===== src/rtl/audio_stream_output.sv =====
// Interleaved audio sample FIFO feeding a paced word output, with prefill, underrun
// substitution (zero or hold-last per channel) and frame-aligned enable/disable.
module audio_stream_output #(
    parameter int WIDTH    = 32,
    parameter int CHANNELS = 2,
    parameter int DEPTH    = 16,
    parameter int DIV      = 4
) (
    input  logic                                          c,
    input  logic                                          rst_n,
    input  logic [WIDTH-1:0]                              in_data,
    input  logic                                          in_valid,
    output logic                                          in_ready,
    input  logic                                          enable,
    input  logic                                          hold_mode,
    output logic [WIDTH-1:0]                              x,
    output logic [(CHANNELS > 1 ? $clog2(CHANNELS) : 1)-1:0] x_ch,
    output logic                                          x_valid,
    output logic                                          underrun,
    output logic [$clog2(DEPTH):0]                        level
);
    localparam int CW = CHANNELS > 1 ? $clog2(CHANNELS) : 1;
    localparam int NW = DIV > 1 ? $clog2(DIV) : 1;
    localparam int AW = $clog2(DEPTH);
    localparam int LW = AW + 1;
    localparam logic [CW-1:0] CH_LAST  = CW'(CHANNELS - 1);
    localparam logic [NW-1:0] CNT_LAST = NW'(DIV - 1);
    localparam logic [LW-1:0] HALF     = LW'(DEPTH / 2);
    localparam logic [LW-1:0] FRAME    = LW'(CHANNELS);
    localparam logic [LW-1:0] FULL     = LW'(DEPTH);

    typedef enum logic [1:0] {FILL, PLAY, STARVED} state_t;

    state_t           state_q, state_d;
    logic [NW-1:0]    cnt_q, cnt_d;
    logic [CW-1:0]    ch_q, ch_d;
    logic [AW-1:0]    wr_ptr_q, rd_ptr_q;
    logic [LW-1:0]    level_q;
    logic [WIDTH-1:0] mem [DEPTH];
    logic [WIDTH-1:0] last_q [CHANNELS];
    logic [WIDTH-1:0] x_q, word_d;
    logic [CW-1:0]    x_ch_q;
    logic             x_valid_q, underrun_q;
    logic             wr, rd, emit, subst, tick, live;

    assign wr       = in_valid && in_ready;
    assign in_ready = (level_q != FULL);
    assign level    = level_q;
    assign x        = x_q;
    assign x_ch     = x_ch_q;
    assign x_valid  = x_valid_q;
    assign underrun = underrun_q;

    // Liveness is decided once per frame at channel 0; mid-frame words follow the state,
    // since a live frame always stays in PLAY and a substituted one in STARVED.
    always_comb begin
        state_d = state_q;
        cnt_d   = cnt_q;
        ch_d    = ch_q;
        rd      = 1'b0;
        emit    = 1'b0;
        subst   = 1'b0;
        word_d  = '0;
        live    = (state_q == PLAY);
        tick    = (state_q != FILL) && (cnt_q == CNT_LAST);
        if (state_q == FILL) begin
            cnt_d = '0;
            ch_d  = '0;
            if (enable && level_q >= HALF) state_d = PLAY;
        end else if (!tick) begin
            cnt_d = cnt_q + 1'b1;
        end else begin
            cnt_d = '0;
            if (ch_q == '0 && !enable) begin
                state_d = FILL;
            end else begin
                if (ch_q == '0) begin
                    live    = (state_q == PLAY) ? (level_q >= FRAME) : (level_q >= HALF);
                    state_d = live ? PLAY : STARVED;
                    subst   = !live;
                end
                emit = 1'b1;
                rd   = live;
                if (live) word_d = mem[rd_ptr_q];
                else if (hold_mode) word_d = last_q[ch_q];
                ch_d = (ch_q == CH_LAST) ? '0 : ch_q + 1'b1;
            end
        end
    end

    always_ff @(posedge c) begin
        if (wr) mem[wr_ptr_q] <= in_data;
    end

    always_ff @(posedge c or negedge rst_n) begin
        if (!rst_n) begin
            state_q    <= FILL;
            cnt_q      <= '0;
            ch_q       <= '0;
            wr_ptr_q   <= '0;
            rd_ptr_q   <= '0;
            level_q    <= '0;
            x_q        <= '0;
            x_ch_q     <= '0;
            x_valid_q  <= 1'b0;
            underrun_q <= 1'b0;
            for (int i = 0; i < CHANNELS; i++) last_q[i] <= '0;
        end else begin
            state_q    <= state_d;
            cnt_q      <= cnt_d;
            ch_q       <= ch_d;
            level_q    <= level_q + LW'(wr) - LW'(rd);
            x_valid_q  <= emit;
            underrun_q <= subst;
            if (wr) wr_ptr_q <= wr_ptr_q + 1'b1;
            if (rd) rd_ptr_q <= rd_ptr_q + 1'b1;
            if (emit) begin
                x_q    <= word_d;
                x_ch_q <= ch_q;
            end
            if (rd) last_q[ch_q] <= word_d;
        end
    end
endmodule


===== config.mk =====
export PLATFORM = sky130hd
export DESIGN_NAME = audio_stream_output
export DESIGN_NICKNAME = d
export VERILOG_FILES = /design/src/rtl/audio_stream_output.sv
export SDC_FILE = /design/constraint.sdc
export NUM_CORES = 1
export LEC_CHECK = 0
export CORE_ASPECT_RATIO = 1.5
export CORE_UTILIZATION = 66
export CTS_CLUSTER_SIZE = 20
export DETAILED_ROUTE_END_ITERATION = 12
export HOLD_SLACK_MARGIN = 0.05
export PLACE_DENSITY = 0.95
export SYNTH_ARGS = -nofsm -noshare
export SYNTH_HDL_FRONTEND = slang
export SYNTH_SLANG_ARGS = --single-unit

===== constraint.sdc =====
create_clock -name c -period 9.2 [get_ports c]
set_clock_uncertainty 0.2 [all_clocks]
set_input_delay 0.92 -clock c [delete_from_list [all_inputs] [get_ports c]]
set_output_delay 0.92 -clock c [all_outputs]
set_load 0.01 [all_outputs]

======== Yosys cells after proc, flatten, opt, wreduce, memory -nomap -nowiden ========
Memories as Yosys holds them, arrays and structs flattened.
Index checks and enable logic that the tools add are counted.
Widths: inputs -> output; s select.
word-level totals
  output and inout bits ................... 41
  flip-flop bits (word level) ............. 117
  memory bits (read-only) ................. 0
  bits in writable memories ............... 512
  bits in latches ......................... 0
  memories ................................ 1
  bits of input ports ..................... 37
  word-level logic and storage cells ...... 83
memory list
  name  depth  bits a word  read ports  clocked after Yosys merged registers in  write ports  line  RTL
  mem   16     32           1           0                                        1            39    logic [WIDTH-1:0] mem [DEPTH];
operators by class
  muxes and demuxes ....................... 40
  $add $sub $neg .......................... 6
  reductions and logical operators ........ 12
  $lt $le $gt $ge ......................... 4
  shifts and indexed selects .............. 0
  divide/modulo/power cells ............... 0
  equal/unequal tests ..................... 6
  $mul .................................... 0
  bitwise operators ....................... 2
operator list
  cell                 count
  $mux 32              9
  $bwmux 64            1
  $demux 32 s1         1
  $mux 1               21
  $mux 2               8
  $add 4x1->4 const B  2
  $add 5x1->5          1
  $ge 5x2->1 const B   1
  $ge 5x4->1 const B   1
  $logic_and 1x1->1    5
  $ne 5x5->1 const B   1
  $sub 5x1->5          1
  $reduce_bool 2->1    2
  $ne 3x1->1 const B   1
  $reduce_and 3->1     1
  $add 2x1->2 const B  1
  $eq 2x1->1 const B   1
  $eq 2x2->1 const B   1
  $ge 2x2->1 const B   1
  $logic_not 1->1      2
  $logic_not 2->1      1
  $lt 2x1->1 const B   1
  $ne 2x1->1 const B   1
  $ne 2x2->1 const B   1
  other kinds (4)      4

======== Depth between registers and ports, before layout ========
  word-level depth ........................ 11
  depth in mapped cells ................... 17
  depth with buffers taken out ............ 16

======== Least setup slack after synthesis ========
Ideal clock, no wire load.
  path kind ............................... input port to flip-flop
  start point ............................. in in_valid
  end point ............................... mem mem[0][0] (enable)
  cell stages on the path ................. 4
  library setup time ...................... 0.502 ns
  slack ................................... 4.043 ns
  buffers on the path ..................... 1
  arrival time ............................ 4.455 ns
  cell sequence ........................... and2_1 > clkbuf_1 > inv_1 > nor4_1
on the way
  cells in the longest elaborated chain, start to end .. 3
ends and longest elaborated chain
  item                          line  RTL
  from (decl)                   12    input logic in_valid,
  $logic_and 1x1->1             46    assign wr = in_valid && in_ready;
  $mux 1                        92    if (wr) mem[wr_ptr_q] <= in_data;
  $mux 1 (not written as such)  92
  to (decl)                     39
Every way passes these cells.

======== Worst setup path after layout ========
  start point ............................. reg ch_q
  end point ............................... reg level_q[4], in the netlist level[4]
on the way
  cells in the longest elaborated chain, start to end .. 8
  elaborated cells between the ends (all ways) .. 10
  those cells by class .................... add/sub (1); mux (7); bitwise (1); reduce/logical (1)
ends and longest elaborated chain
  item                    line  RTL
  from (decl)             36    logic [CW-1:0] ch_q, ch_d;
  from (signal assigned)  111   ch_q <= ch_d;
  $mux 1                  77    if (ch_q == '0) begin
  $mux 1                  74    if (ch_q == '0 && !enable) begin
  $mux 1                  70    end else if (!tick) begin
  $mux 1                  66    if (state_q == FILL) begin
  $mux 1 (*)              74
  $mux 1 (*)              70
  $mux 1 (*)              66
  $sub 5x1->5 (*)         112   level_q <= level_q + LW'(wr) - LW'(rd);
  to (signal assigned)    112
  to (decl)               38    logic [LW-1:0] level_q;
Mark *: on every way between the ends. The rest lies on a longest branch, timed or not. The select of a mux whose other input is x is not followed.
A chain may end at the register's enable or synchronous reset.

==> reports/summary.txt <==
DR vias/cell: 7.28
GRT Util Overall: 34.0%
Count of cell types in the netlist: 46
Total die area: 0.0379 sq mm
Area share of the largest cell type after synthesis: 62.7%
Sequential area share after synthesis: 74.6%
Clock root buffer: clkbuf_16
Worst min path class: in -> async
Clk sinks: 629
Later-pin clock latency in the skew report: 0.59 ns
Pre-CTS WS: 5.00 ns
Setup Viol. Count Final: 0
Period utilisation layout: 42.5%
Area of the mapped netlist: 0.0245 sq mm
Top FF cell, synth: edfxtp_1
Clock edge transition at the registers on the reported setup and hold paths: 0.07 ns
P&R area growth vs syn: 12.0%
Worst EP required: 9.47 ns
Io pins: 78
Slew Limit Headroom: 15.5%
Routed WL per cell: 33.9 um
Count of pins over their slew limit: 0
Startpoint types: flop
Worst-margin pin slew: 1.27 ns
Chip Height: 238 um
Crit Path Max Fanout: 41
Dominant cells by area after synthesis: edfxtp_1, dfrtp_1, mux4_2
Crit-path slowest cell: buf_4
Vias: 13400
RSZ-0062 raised after global routing: no
Site row count: 86
Antenna violations before repair: 4
CTS Buffer Depth: 3
CTS tree: built
FF+latch count, synth: 629
Die X: 159 um
Layout cells sized above 1: 22.2%
Pwr dens: 325 mW/mm^2
Minimum clock period: 3.91 ns
Routed wire length: 62400 um
Worst path arrival time: 4.19 ns
Most common cell in the netlist: edfxtp_1
Fin nets: 1369
Post-DP HPWL: 30600 um
Worst Setup End Kind: flop
Net Count, Synth: 1290
Post-CTS setup buffer count: 0
1st-pass router iterations: 9
GR Overflow Total: 0
Reg2reg setup slack: 5.29 ns
Largest net degree at the start of global routing: 68
Most frequent CP cell: nor2_1
Worst VDD drop: 0.314 mV
Outcome: finished, final reports clean
Hold Buf Count CTS: 0
CTS Buf Count: 51
Resize count post-CTS: 0
Synth async-reset ratio: 18.6%
Setup WS post-layout: 5.29 ns
CP Cell Sequence: buf_4 > nand2b_1 > nor3b_2 > a31oi_4 > buf_4 > inv_1 > ha_1 > inv_1 > ha_1 > inv_1 > fa_1 > nor2_1 > nor2_1 > nor2_1 > nor2_1 > xor2_1
RePlAce Congestion: 0.813
Vias in the first global route: 14000
Leakage: 9.08 nW
Endpoints failing hold: 0
Commonest cells post-synth: edfxtp_1, mux4_2, dfrtp_1
Max Cap Viol: 0
CTS H-tree lvls: 2
Initial Util: 66.8%
Critical path class: reg -> reg
Mapped Cells: 1235
Core Region: 0.0367 sq mm
Residual DRC: 0
Port Buf Inserts: 77
Total negative setup slack: 0 ns
Mean Syn Cell Area: 19.9 sq um
Count of flip-flops with a built-in enable after synthesis: 512
Antenna Violating Nets Remaining: 0
Initial detailed-routing violation count: 2120
First-pass GRT wire length: 92400 um
Fmax achieved: 0.256 GHz
Leading area contributor after synthesis: edfxtp_1
Max stage delay on crit path: 0.53 ns
Yosys warns: 0
==> logic make-up (layout without fill, tap and decap cells) <==
logic type	after synthesis	after routing	synth area share [%]
XOR/XNOR	9	9	0.321
AO/OA/AOI/OAI	174	174	6.33
multiplexers	162	162	13.2
AND/OR/NAND/NOR	152	152	2.80
other	0	3	0
flip-flops	629	629	74.6
buffers and inverters	91	210	1.82
adder cells (fa/ha/maj)	18	18	0.949
==> stage by stage <==
stage | cell area, sq um | power [mW] | hold slack [ns] | utilization [%] | instances
2_1_floorplan | 24500 | 5.64 | 0.219 | - | 1235
3_3_place_gp | 25800 | 6.30 | 0.230 | 70.3 | 1745
3_5_place_dp | 25800 | 6.51 | 0.243 | 70.3 | 1745
4_1_cts | 27500 | 8.89 | 0.164 | 74.9 | 1838
5_1_grt | 27500 | 9.17 | 0.207 | 74.9 | 1841
6_report | 27500 | 8.92 | 0.162 | 74.9 | 1841
==> sequential cells by signal, summed over array words and instances, names as in the netlist <==
register,flops
underrun,1
cnt_q,2
state_q,2
x,32
wr_ptr_q,4
mem,512
x_valid,1
ch_q,1
last_q,64
level,5
rd_ptr_q,4
x_ch,1
==> layer usage <==
metal	global-route usage, %	share of wire [%]	up-vias
met5	0	0.019	-
met4	17.9	4.9	2
met3	6.27	10	238
met2	56.8	52	1203
met1	43.1	33	6787
li1	-	-	5166
==> power breakdown <==
group	internal (mW)	switching [mW]	leakage (nW)
logic	1.15	1.59	2.17
registers	3.56	0.368	6.09
clock network	1.26	1.01	0.818
==> cells in the final DEF (no fill, tap or decap), types with 21 or more instances in the layout <==
cell	instances
edfxtp_1	512
mux4_2	128
dfrtp_1	113
nand2_1	99
clkdlybuf4s50_1	76
clkbuf_16	53
o221ai_2	43
o21ai_1	41
o22a_1	32
mux2i_1	32
o21ai_0	25
buf_4	22
o221ai_1	21
==> cell type report <==
class	count	area, sq um
clock buffer	71	1430
multi-input combinational	515	5860
clock inverter	22	264
antenna	3	7.51
timing repair buffer	98	926
tap	484	606
sequential	629	18300
fill	1747	9220
inverter	19	71.3
==> worst max-delay path: cells and delay by family (launching register included) <==
kind	cells	cell delay, ns
fa+ha+maj	3	0.90
flops	1	0.34
xor+xnor	1	0.13
compound gates	1	0.15
buf+inv	5	1.33
simple gates	6	0.73
==> final timing paths <==
kind,from,to,cells past startpoint
setup / recovery,ch_q,level[4],16
hold / removal,rst_n,wr_ptr_q[1],1
setup reg to reg,ch_q,level[4],16
hold reg to reg,cnt_q[0],cnt_q[0],1
max in group asynchronous,rst_n,rd_ptr_q[0],2
min in group c,cnt_q[0],cnt_q[0],1
Power figures use the tool's default switching activity.
